**config.mk**
```make
export PLATFORM = sky130hd
export DESIGN_NAME = decode_stage_flat
export DESIGN_NICKNAME = d
export VERILOG_FILES = /design/src/rtl/decode_stage_if.sv /design/src/rtl/decode_stage.sv /design/src/flat_wrapper.sv
export SDC_FILE = /design/constraint.sdc
export NUM_CORES = 1
export LEC_CHECK = 0
export BUFFER_PORTS_ARGS = -buffer_cell sky130_fd_sc_hd__buf_4
export CORE_MARGIN = 10
export CORE_UTILIZATION = 35
export CTS_BUF_LIST = sky130_fd_sc_hd__clkbuf_16
export DETAILED_ROUTE_END_ITERATION = 6
export PLACE_DENSITY = 0.53
export SLEW_MARGIN = 15
export SYNTH_ARGS = -nofsm -noshare
export SYNTH_HDL_FRONTEND = slang
export SYNTH_SLANG_ARGS = --single-unit
```
**constraint.sdc**
```tcl
create_clock -name clk -period 4.2 [get_ports clk]
set_clock_uncertainty 0.05 [all_clocks]
set_input_delay 0.42 -clock clk [delete_from_list [all_inputs] [get_ports clk]]
set_output_delay 0.42 -clock clk [all_outputs]
set_load 0.005 [all_outputs]
```
**src/rtl/decode_stage_if.sv**
```systemverilog
`default_nettype none
// ============================================================================
//  Module      : decode_stage_if
//  Description : Handshake and data bundle around the RV32I decode stage.
//                Fetch side:     in_valid / in_ready / instr / flush
//                Execute side:   out_valid / out_ready / decoded fields
//                Writeback side: wb_valid / wb_rd (retire events)
//                master = environment (fetch/execute/writeback),
//                slave  = decode_stage.
//  Revision    : 1.0 - initial release
// ============================================================================
interface decode_stage_if #(
    parameter int XLEN = 32,
    parameter int REGW = 5
);
    logic            in_valid;
    logic            in_ready;
    logic [31:0]     instr;
    logic            flush;

    logic            out_valid;
    logic            out_ready;
    logic [3:0]      out_op;
    logic [2:0]      out_op_b;
    logic            out_sela;
    logic            out_selb;
    logic            out_we;
    logic [REGW-1:0] out_rd;
    logic [REGW-1:0] out_rs1;
    logic [REGW-1:0] out_rs2;
    logic [XLEN-1:0] out_imm;
    logic            out_illegal;

    logic            wb_valid;
    logic [REGW-1:0] wb_rd;

    modport master (
        output in_valid, instr, flush, out_ready, wb_valid, wb_rd,
        input  in_ready, out_valid, out_op, out_op_b, out_sela, out_selb,
               out_we, out_rd, out_rs1, out_rs2, out_imm, out_illegal
    );

    modport slave (
        input  in_valid, instr, flush, out_ready, wb_valid, wb_rd,
        output in_ready, out_valid, out_op, out_op_b, out_sela, out_selb,
               out_we, out_rd, out_rs1, out_rs2, out_imm, out_illegal
    );
endinterface
`default_nettype wire

```
**src/rtl/decode_stage.sv**
```systemverilog
`default_nettype none
// ============================================================================
//  Module      : decode_stage
//  Description : Registered RV32I decode stage with a one-entry pipeline
//                register, valid/ready handshakes on both sides, immediate
//                generation, illegal-instruction detection and a per-register
//                pending-write scoreboard that stalls read-after-write hazards.
//  Ports       : clk   - rising-edge clock
//                rst_n - asynchronous active-low reset
//                bus   - decode_stage_if.slave (fetch, execute, writeback)
//  Option      : DECODE_WB_BYPASS_EN - a same-cycle writeback is subtracted
//                from the scoreboard count used by the hazard check, so a
//                stalled instruction is released in the writeback cycle.
//  Revision    : 1.0 - initial release
// ============================================================================
module decode_stage #(
    parameter int XLEN     = 32,
    parameter int NREG     = 32,
    parameter int REGW     = 5,
    parameter int SB_CNT_W = 2
) (
    input  wire logic    clk,
    input  wire logic    rst_n,
    decode_stage_if.slave bus
);
    localparam int                  NSLOT   = 2 ** REGW;
    localparam logic [SB_CNT_W-1:0] CNT_MAX = '1;
    localparam logic [31:0]         NREG_U  = NREG;

    localparam logic [6:0] OPC_LUI    = 7'b0110111;
    localparam logic [6:0] OPC_AUIPC  = 7'b0010111;
    localparam logic [6:0] OPC_JAL    = 7'b1101111;
    localparam logic [6:0] OPC_JALR   = 7'b1100111;
    localparam logic [6:0] OPC_BRANCH = 7'b1100011;
    localparam logic [6:0] OPC_LOAD   = 7'b0000011;
    localparam logic [6:0] OPC_STORE  = 7'b0100011;
    localparam logic [6:0] OPC_ARITHI = 7'b0010011;
    localparam logic [6:0] OPC_ARITHR = 7'b0110011;
    localparam logic [6:0] F7_ALT     = 7'b0100000;

    localparam logic [3:0] OP_ADD = 4'd1;
    localparam logic [3:0] OP_SUB = 4'd2;
    localparam logic [3:0] OP_SLL = 4'd3;
    localparam logic [3:0] OP_SRL = 4'd4;
    localparam logic [3:0] OP_SRA = 4'd5;
    localparam logic [3:0] OP_SLU = 4'd6;
    localparam logic [3:0] OP_SLT = 4'd7;
    localparam logic [3:0] OP_OR  = 4'd8;
    localparam logic [3:0] OP_AND = 4'd9;
    localparam logic [3:0] OP_XOR = 4'd10;
    localparam logic [3:0] OP_SIU = 4'd11;
    localparam logic [3:0] OP_AIU = 4'd12;

    localparam logic [2:0] BR_ZER = 3'd1;
    localparam logic [2:0] BR_NZR = 3'd2;
    localparam logic [2:0] BR_DAT = 3'd3;
    localparam logic [2:0] BR_NDT = 3'd4;
    localparam logic [2:0] BR_JMP = 3'd5;

    // ALU op shared by register and immediate arithmetic; alt is the
    // funct7=0100000 variant (SUB for funct3=000, SRA for funct3=101).
    function automatic logic [3:0] alu_op(input logic [2:0] f3, input logic alt);
        logic [3:0] op;
        case (f3)
            3'b000:  op = alt ? OP_SUB : OP_ADD;
            3'b001:  op = OP_SLL;
            3'b010:  op = OP_SLT;
            3'b011:  op = OP_SLU;
            3'b100:  op = OP_XOR;
            3'b101:  op = alt ? OP_SRA : OP_SRL;
            3'b110:  op = OP_OR;
            default: op = OP_AND;
        endcase
        return op;
    endfunction

    // ------------------------------------------------------------------
    // Instruction fields and immediates
    // ------------------------------------------------------------------
    logic [6:0]      w_opc;
    logic [2:0]      w_f3;
    logic [6:0]      w_f7;
    logic [REGW-1:0] w_rd, w_rs1, w_rs2;
    logic [XLEN-1:0] w_imm_i, w_imm_s, w_imm_b, w_imm_u, w_imm_j;

    assign w_opc   = bus.instr[6:0];
    assign w_f3    = bus.instr[14:12];
    assign w_f7    = bus.instr[31:25];
    assign w_rd    = bus.instr[7 +: REGW];
    assign w_rs1   = bus.instr[15 +: REGW];
    assign w_rs2   = bus.instr[20 +: REGW];
    assign w_imm_i = {{(XLEN-12){bus.instr[31]}}, bus.instr[31:20]};
    assign w_imm_s = {{(XLEN-12){bus.instr[31]}}, bus.instr[31:25], bus.instr[11:7]};
    assign w_imm_b = {{(XLEN-12){bus.instr[31]}}, bus.instr[7], bus.instr[30:25],
                      bus.instr[11:8], 1'b0};
    assign w_imm_u = {{(XLEN-32){bus.instr[31]}}, bus.instr[31:12], 12'b0};
    assign w_imm_j = {{(XLEN-20){bus.instr[31]}}, bus.instr[19:12], bus.instr[20],
                      bus.instr[30:21], 1'b0};

    // ------------------------------------------------------------------
    // Combinational decode of the incoming instruction (next-state payload)
    // ------------------------------------------------------------------
    logic [3:0]      op_d;
    logic [2:0]      opb_d;
    logic            sela_d, selb_d, we_d, ill_d, rs1u_d, rs2u_d;
    logic [XLEN-1:0] imm_d;
    logic            w_writes, w_legal;

    always_comb begin
        op_d     = '0;
        opb_d    = '0;
        sela_d   = 1'b1;
        selb_d   = 1'b0;
        imm_d    = '0;
        rs1u_d   = 1'b0;
        rs2u_d   = 1'b0;
        w_writes = 1'b0;
        w_legal  = 1'b1;
        case (w_opc)
            OPC_LUI: begin
                op_d = OP_SIU; sela_d = 1'b0; imm_d = w_imm_u; w_writes = 1'b1;
            end
            OPC_AUIPC: begin
                op_d = OP_AIU; sela_d = 1'b0; imm_d = w_imm_u; w_writes = 1'b1;
            end
            OPC_JAL: begin
                op_d = OP_ADD; opb_d = BR_JMP; imm_d = w_imm_j; w_writes = 1'b1;
            end
            OPC_JALR: begin
                op_d = OP_ADD; opb_d = BR_JMP; imm_d = w_imm_i; w_writes = 1'b1;
                rs1u_d = 1'b1;
                if (w_f3 != 3'b000) w_legal = 1'b0;
            end
            OPC_BRANCH: begin
                selb_d = 1'b1; imm_d = w_imm_b; rs1u_d = 1'b1; rs2u_d = 1'b1;
                case (w_f3)
                    3'b000:  begin op_d = OP_SUB; opb_d = BR_ZER; end
                    3'b001:  begin op_d = OP_SUB; opb_d = BR_NZR; end
                    3'b100:  begin op_d = OP_SLT; opb_d = BR_DAT; end
                    3'b101:  begin op_d = OP_SLT; opb_d = BR_NDT; end
                    3'b110:  begin op_d = OP_SLU; opb_d = BR_DAT; end
                    3'b111:  begin op_d = OP_SLU; opb_d = BR_NDT; end
                    default: w_legal = 1'b0;
                endcase
            end
            OPC_LOAD: begin
                op_d = OP_ADD; imm_d = w_imm_i; w_writes = 1'b1; rs1u_d = 1'b1;
                if (w_f3 == 3'b011 || w_f3 == 3'b110 || w_f3 == 3'b111) w_legal = 1'b0;
            end
            OPC_STORE: begin
                op_d = OP_ADD; selb_d = 1'b1; imm_d = w_imm_s;
                rs1u_d = 1'b1; rs2u_d = 1'b1;
                if (w_f3 >= 3'b011) w_legal = 1'b0;
            end
            OPC_ARITHI: begin
                // Only shifts carry a funct7; elsewhere those bits are immediate.
                op_d = alu_op(w_f3, (w_f3 == 3'b101) && (w_f7 == F7_ALT));
                imm_d = w_imm_i; w_writes = 1'b1; rs1u_d = 1'b1;
                if ((w_f3 == 3'b001 && w_f7 != 7'b0) ||
                    (w_f3 == 3'b101 && w_f7 != 7'b0 && w_f7 != F7_ALT))
                    w_legal = 1'b0;
            end
            OPC_ARITHR: begin
                op_d = alu_op(w_f3, w_f7 == F7_ALT);
                selb_d = 1'b1; w_writes = 1'b1; rs1u_d = 1'b1; rs2u_d = 1'b1;
                if (!(w_f7 == 7'b0 ||
                      (w_f7 == F7_ALT && (w_f3 == 3'b000 || w_f3 == 3'b101))))
                    w_legal = 1'b0;
            end
            default: w_legal = 1'b0;
        endcase

        // Register indices beyond the implemented file (e.g. RV32E)
        if (rs1u_d   && {{(32-REGW){1'b0}}, w_rs1} >= NREG_U) w_legal = 1'b0;
        if (rs2u_d   && {{(32-REGW){1'b0}}, w_rs2} >= NREG_U) w_legal = 1'b0;
        if (w_writes && {{(32-REGW){1'b0}}, w_rd}  >= NREG_U) w_legal = 1'b0;

        ill_d = !w_legal;
        if (ill_d) begin
            op_d  = '0;
            opb_d = '0;
        end
        we_d = w_writes && w_legal && (w_rd != '0);
    end

    // ------------------------------------------------------------------
    // Pipeline register
    // ------------------------------------------------------------------
    logic            held_q, held_d;
    logic [3:0]      op_q;
    logic [2:0]      opb_q;
    logic            sela_q, selb_q, we_q, ill_q, rs1u_q, rs2u_q;
    logic [REGW-1:0] rd_q, rs1_q, rs2_q;
    logic [XLEN-1:0] imm_q;

    logic            w_hazard, w_out_valid, w_in_ready, w_accept, w_issue;

    assign w_out_valid = held_q && !w_hazard;
    assign w_issue     = w_out_valid && bus.out_ready;
    assign w_in_ready  = !bus.flush && (!held_q || w_issue);
    assign w_accept    = bus.in_valid && w_in_ready;

    always_comb begin
        held_d = held_q;
        if (bus.flush)    held_d = 1'b0;
        else if (w_accept) held_d = 1'b1;
        else if (w_issue)  held_d = 1'b0;
    end

    always_ff @(posedge clk or negedge rst_n) begin
        if (!rst_n) begin
            held_q <= 1'b0;
            op_q   <= '0;
            opb_q  <= '0;
            sela_q <= 1'b0;
            selb_q <= 1'b0;
            we_q   <= 1'b0;
            ill_q  <= 1'b0;
            rs1u_q <= 1'b0;
            rs2u_q <= 1'b0;
            rd_q   <= '0;
            rs1_q  <= '0;
            rs2_q  <= '0;
            imm_q  <= '0;
        end else begin
            held_q <= held_d;
            if (w_accept) begin
                op_q   <= op_d;
                opb_q  <= opb_d;
                sela_q <= sela_d;
                selb_q <= selb_d;
                we_q   <= we_d;
                ill_q  <= ill_d;
                rs1u_q <= rs1u_d;
                rs2u_q <= rs2u_d;
                rd_q   <= w_rd;
                rs1_q  <= w_rs1;
                rs2_q  <= w_rs2;
                imm_q  <= imm_d;
            end
        end
    end

    // ------------------------------------------------------------------
    // Scoreboard: one pending-write counter per architectural register.
    // w_eff is the count the hazard check sees (bypass-adjusted if enabled).
    // ------------------------------------------------------------------
    logic [SB_CNT_W-1:0] w_eff [NSLOT];

    for (genvar r = 0; r < NSLOT; r++) begin : g_sb
        if (r >= 1 && r < NREG) begin : g_trk
            logic [SB_CNT_W-1:0] cnt_q;
            logic                w_inc, w_dec;

            assign w_inc = w_issue && we_q && (rd_q == REGW'(r));
            assign w_dec = bus.wb_valid && (bus.wb_rd == REGW'(r));

            always_ff @(posedge clk or negedge rst_n) begin
                if (!rst_n) begin
                    cnt_q <= '0;
                end else if (w_inc && !w_dec) begin
                    cnt_q <= cnt_q + 1'b1;
                end else if (w_dec && !w_inc && cnt_q != '0) begin
                    cnt_q <= cnt_q - 1'b1;
                end
            end

`ifdef DECODE_WB_BYPASS_EN
            assign w_eff[r] = (w_dec && cnt_q != '0) ? cnt_q - 1'b1 : cnt_q;
`else
            assign w_eff[r] = cnt_q;
`endif
        end else begin : g_none
            assign w_eff[r] = '0;
        end
    end

    // Illegal instructions never wait; saturated rd would overflow on issue.
    assign w_hazard = !ill_q &&
                      ((rs1u_q && rs1_q != '0 && w_eff[rs1_q] != '0) ||
                       (rs2u_q && rs2_q != '0 && w_eff[rs2_q] != '0) ||
                       (we_q   && w_eff[rd_q] == CNT_MAX));

    // ------------------------------------------------------------------
    // Outputs
    // ------------------------------------------------------------------
    assign bus.in_ready    = w_in_ready;
    assign bus.out_valid   = w_out_valid;
    assign bus.out_op      = op_q;
    assign bus.out_op_b    = opb_q;
    assign bus.out_sela    = sela_q;
    assign bus.out_selb    = selb_q;
    assign bus.out_we      = we_q;
    assign bus.out_rd      = rd_q;
    assign bus.out_rs1     = rs1_q;
    assign bus.out_rs2     = rs2_q;
    assign bus.out_imm     = imm_q;
    assign bus.out_illegal = ill_q;
endmodule
`default_nettype wire

```
**src/flat_wrapper.sv**
```systemverilog
// flat-port wrapper written by rule: the top's interface ports become plain ports
module decode_stage_flat 
#(
    parameter int XLEN     = 32,
    parameter int NREG     = 32,
    parameter int REGW     = 5,
    parameter int SB_CNT_W = 2
)
  (clk, rst_n, bus_in_valid, bus_instr, bus_flush, bus_out_ready, bus_wb_valid, bus_wb_rd, bus_in_ready, bus_out_valid, bus_out_op, bus_out_op_b, bus_out_sela, bus_out_selb, bus_out_we, bus_out_rd, bus_out_rs1, bus_out_rs2, bus_out_imm, bus_out_illegal);
  decode_stage_if #(.XLEN(XLEN), .REGW(REGW)) bus_i ();
  input  wire logic clk;
  input  wire logic rst_n;
  input wire logic [$bits(bus_i.in_valid)-1:0] bus_in_valid;
  input wire logic [$bits(bus_i.instr)-1:0] bus_instr;
  input wire logic [$bits(bus_i.flush)-1:0] bus_flush;
  input wire logic [$bits(bus_i.out_ready)-1:0] bus_out_ready;
  input wire logic [$bits(bus_i.wb_valid)-1:0] bus_wb_valid;
  input wire logic [$bits(bus_i.wb_rd)-1:0] bus_wb_rd;
  output wire logic [$bits(bus_i.in_ready)-1:0] bus_in_ready;
  output wire logic [$bits(bus_i.out_valid)-1:0] bus_out_valid;
  output wire logic [$bits(bus_i.out_op)-1:0] bus_out_op;
  output wire logic [$bits(bus_i.out_op_b)-1:0] bus_out_op_b;
  output wire logic [$bits(bus_i.out_sela)-1:0] bus_out_sela;
  output wire logic [$bits(bus_i.out_selb)-1:0] bus_out_selb;
  output wire logic [$bits(bus_i.out_we)-1:0] bus_out_we;
  output wire logic [$bits(bus_i.out_rd)-1:0] bus_out_rd;
  output wire logic [$bits(bus_i.out_rs1)-1:0] bus_out_rs1;
  output wire logic [$bits(bus_i.out_rs2)-1:0] bus_out_rs2;
  output wire logic [$bits(bus_i.out_imm)-1:0] bus_out_imm;
  output wire logic [$bits(bus_i.out_illegal)-1:0] bus_out_illegal;
  assign bus_i.in_valid = bus_in_valid;
  assign bus_i.instr = bus_instr;
  assign bus_i.flush = bus_flush;
  assign bus_i.out_ready = bus_out_ready;
  assign bus_i.wb_valid = bus_wb_valid;
  assign bus_i.wb_rd = bus_wb_rd;
  assign bus_in_ready = bus_i.in_ready;
  assign bus_out_valid = bus_i.out_valid;
  assign bus_out_op = bus_i.out_op;
  assign bus_out_op_b = bus_i.out_op_b;
  assign bus_out_sela = bus_i.out_sela;
  assign bus_out_selb = bus_i.out_selb;
  assign bus_out_we = bus_i.out_we;
  assign bus_out_rd = bus_i.out_rd;
  assign bus_out_rs1 = bus_i.out_rs1;
  assign bus_out_rs2 = bus_i.out_rs2;
  assign bus_out_imm = bus_i.out_imm;
  assign bus_out_illegal = bus_i.out_illegal;
  decode_stage #(.XLEN(XLEN), .NREG(NREG), .REGW(REGW), .SB_CNT_W(SB_CNT_W)) u_core (.clk(clk), .rst_n(rst_n), .bus(bus_i));
endmodule
```
==> metrics.txt <==
vias in the first global route 7542; worst stage delay on the critical path 0.84 ns; Final Max Slew Viols 0; type of the worst min-delay path in -> reg; Setup crit start kind register; Avg WL per Cell 21.13 um; Cell Chain, Critical Path or2_2, a221oi_1, nor4_1, a31oi_2, nand3_2, buf_4, nor2_1, buf_4; clk buf depth 2; grt ovf 0; VDD IR max between 0.2 and 0.3 mV; area grow syn2layout 19.41%; Critical Path End Type output port; CP max stage cell dfrtp_1; worst slack at placement 0.6711 ns; crit-path most repeated cell buf_4; Placer Congestion 0.9048; P_leak 4.016 nW; Filler cells 2408; post-synth top area cell dfrtp_1; Synth top area share 36.57%; CP Max Fanout 25; nets 1080; share of cells above drive strength 1 20.48%; Slew headroom about half; final antenna-violating net count 0; Final setup viols 0; Final Worst Setup Slack 0.4214 ns; Power Total 3.635 mW; Synth area leaders dfrtp_1, nor2_1, mux4_2, nand2_1, a21oi_1; post-CTS resize count 0; total clock buffers created by CTS 17; setup total negative slack 0 ns; initial core utilization 35.57%; die height 174.5 um; register area share after synthesis a little over a third; WL final 28920 um; Data required, critical path 3.73 ns; CTS clock-pin slew for the worst setup and hold paths 0.06 ns; Max-cap violations 0; Synth Instances roughly 960; worst slew pin tran 0.7756 ns; top-count cell post-synth dfrtp_1; htree depth 4; PortBufs 102; crit share post-route 89.97%; clock latency on the worst-skew pair 0.43 ns; clk sink count roughly 120; Initial DRC Count 629; CTS tree yes; RSZ-0062 raised after global routing no; largest net degree at the start of global routing 64; Via density 5.735; CP Data Arrival Time 3.31 ns; final hold slack 0.1170 ns; IO Pins 103; routed vias 7851; Total GRT Usage 18.79%; Fmax achieved 0.2646 GHz; initial antenna violation count 0; Synth Warn # 0; ys async rst share 100.0%; Hold Fails Final Rpt 0; # rows 56; run status finished clean; post-synthesis net count 998; Synth Cell Area 0.008349 mm^2; Diodes inserted 0; Mean Syn Cell Area just under 9 um^2; first-pass GRT wire length 44900 um; drt first pass iters 5; DPL Wire Length 22040 um; # DRC 0; Final Critical Period 3.779 ns; CP Class reg -> out; Power per Cell Area 364.6 mW/mm^2; synth cell count leaders dfrtp_1, nor2_1, nand2_1; CTS Root Cell clkbuf_16; Die W 174.5 um; Synth Register Bits around 120; Post-synth EDFFs 0; Top FF cell, synth dfrtp_1; setup bufs post-CTS 0; CORE AREA 0.02347 mm^2; Die Area between 0.03 and 0.04 mm^2; synth unique cells 72
==> per-layer routing <==
layer	global-route usage (%)	vias to the layer above	wire, um
met3	7.086	35	2664
met1	24.71	3827	13030
li1	-	3721	-
met5	0	-	0
met4	4.239	0	400
met2	28.60	268	12830
==> report_power, final <==
| part | switching (mW) | internal (mW) | total, mW |
|---|---|---|---|
| logic | 0.385 | 0.289 | 0.674 |
| registers | 0.146 | 1.23 | 1.37 |
| clock network | 0.674 | 0.912 | 1.59 |
==> final timing paths <==
check | depth (start not counted) | slack [ns] | to | from
worst max-delay path | 8 | 0.42 | bus_out_valid | u_core.bus.out_rd[3]
worst min-delay path | 2 | 0.12 | u_core.held_q | bus_flush
worst max register to register | 8 | 0.55 | u_core.bus.out_rs2[1] | u_core.bus.out_rd[3]
worst min register to register | 2 | 0.44 | u_core.bus.out_imm[5] | u_core.bus.out_imm[5]
max in group asynchronous | 3 | 2.68 | u_core.g_sb[30].g_trk.cnt_q[1] | rst_n
min in group asynchronous | 2 | 0.45 | u_core.g_sb[10].g_trk.cnt_q[0] | rst_n
==> flip-flops by register name (all words and copies together) (netlist names) <==
name                     flops
u_core.bus.out_we            1
u_core.bus.out_rd            5
u_core.g_sb.g_trk.cnt_q     62
u_core.rs1u_q                1
u_core.bus.out_sela          1
u_core.bus.out_rs2           5
u_core.bus.out_rs1           5
u_core.held_q                1
u_core.bus.out_op            4
u_core.bus.out_illegal       1
u_core.bus.out_imm          32
u_core.bus.out_op_b          3
u_core.bus.out_selb          1
==> critical path: cells and delay by family (launching register included) <==
kind	cells	cell delay (ns)
AND/OR/NAND/NOR	4	1.20
flip-flops	1	0.84
AO/OA/AOI/OAI	2	0.32
buffers and inverters	2	0.51
==> layout by cell type (no fill, tap or decap), types with 7 or more instances in the layout <==
cell,n
inv_1,25
o31ai_1,8
a21oi_1,56
nor4_1,18
o21a_1,16
and3_1,14
nor2b_1,21
a31oi_1,9
dfrtp_1,122
mux2i_1,17
o21ai_0,31
and2_1,8
mux2_4,15
nand3_1,50
nand2_1,99
a22o_1,7
nor2_1,112
a22oi_1,15
o21ai_1,26
nor4_2,9
a21o_1,8
xnor2_1,8
mux4_2,17
nand2b_1,14
nor3_1,39
a211oi_1,19
buf_4,113
nand4_1,8
clkbuf_16,17
o31a_1,8
==> final cells by class <==
cell class	instances	area, um^2	area share (%)
Multi-Input combinational cell	754	4910	49.25
Sequential cell	122	3053	30.62
Timing Repair Buffer	116	889.6	8.923
Clock buffer	17	425.4	4.267
Tap cell	319	399.1	4.004
Clock inverter	15	195.2	1.958
Inverter	26	97.59	0.9789
==> cell families (layout without fill, tap and decap cells) <==
kind of cell	Yosys count	count (layout)	synth area share [%]
xor gates and xnor gates	9	9	0.9442
buffers and inverters	79	174	4.661
and+or+nand+nor	432	432	26.75
muxes	52	52	9.726
DFF	122	122	36.57
AOI/OAI and AO/OA	261	261	21.36
==> timing repair <==
action | 4_1_cts | 5_1_grt
setup endpoints to repair | 0 | 0
hold buffers | 1 | 0
endpoints found under the hold margin | 53 | 0
==> per-stage QoR <==
stage | util [%] | instance area (um^2) | std cells
floorplan | - | 8349 | 955
global placement | 39.79 | 9339 | 1336
detailed placement | 39.79 | 9339 | 1336
CTS | 42.47 | 9970 | 1369
global route | 42.47 | 9970 | 1369
finish | 42.47 | 9970 | 1369
Power figures use the tool's default switching activity.
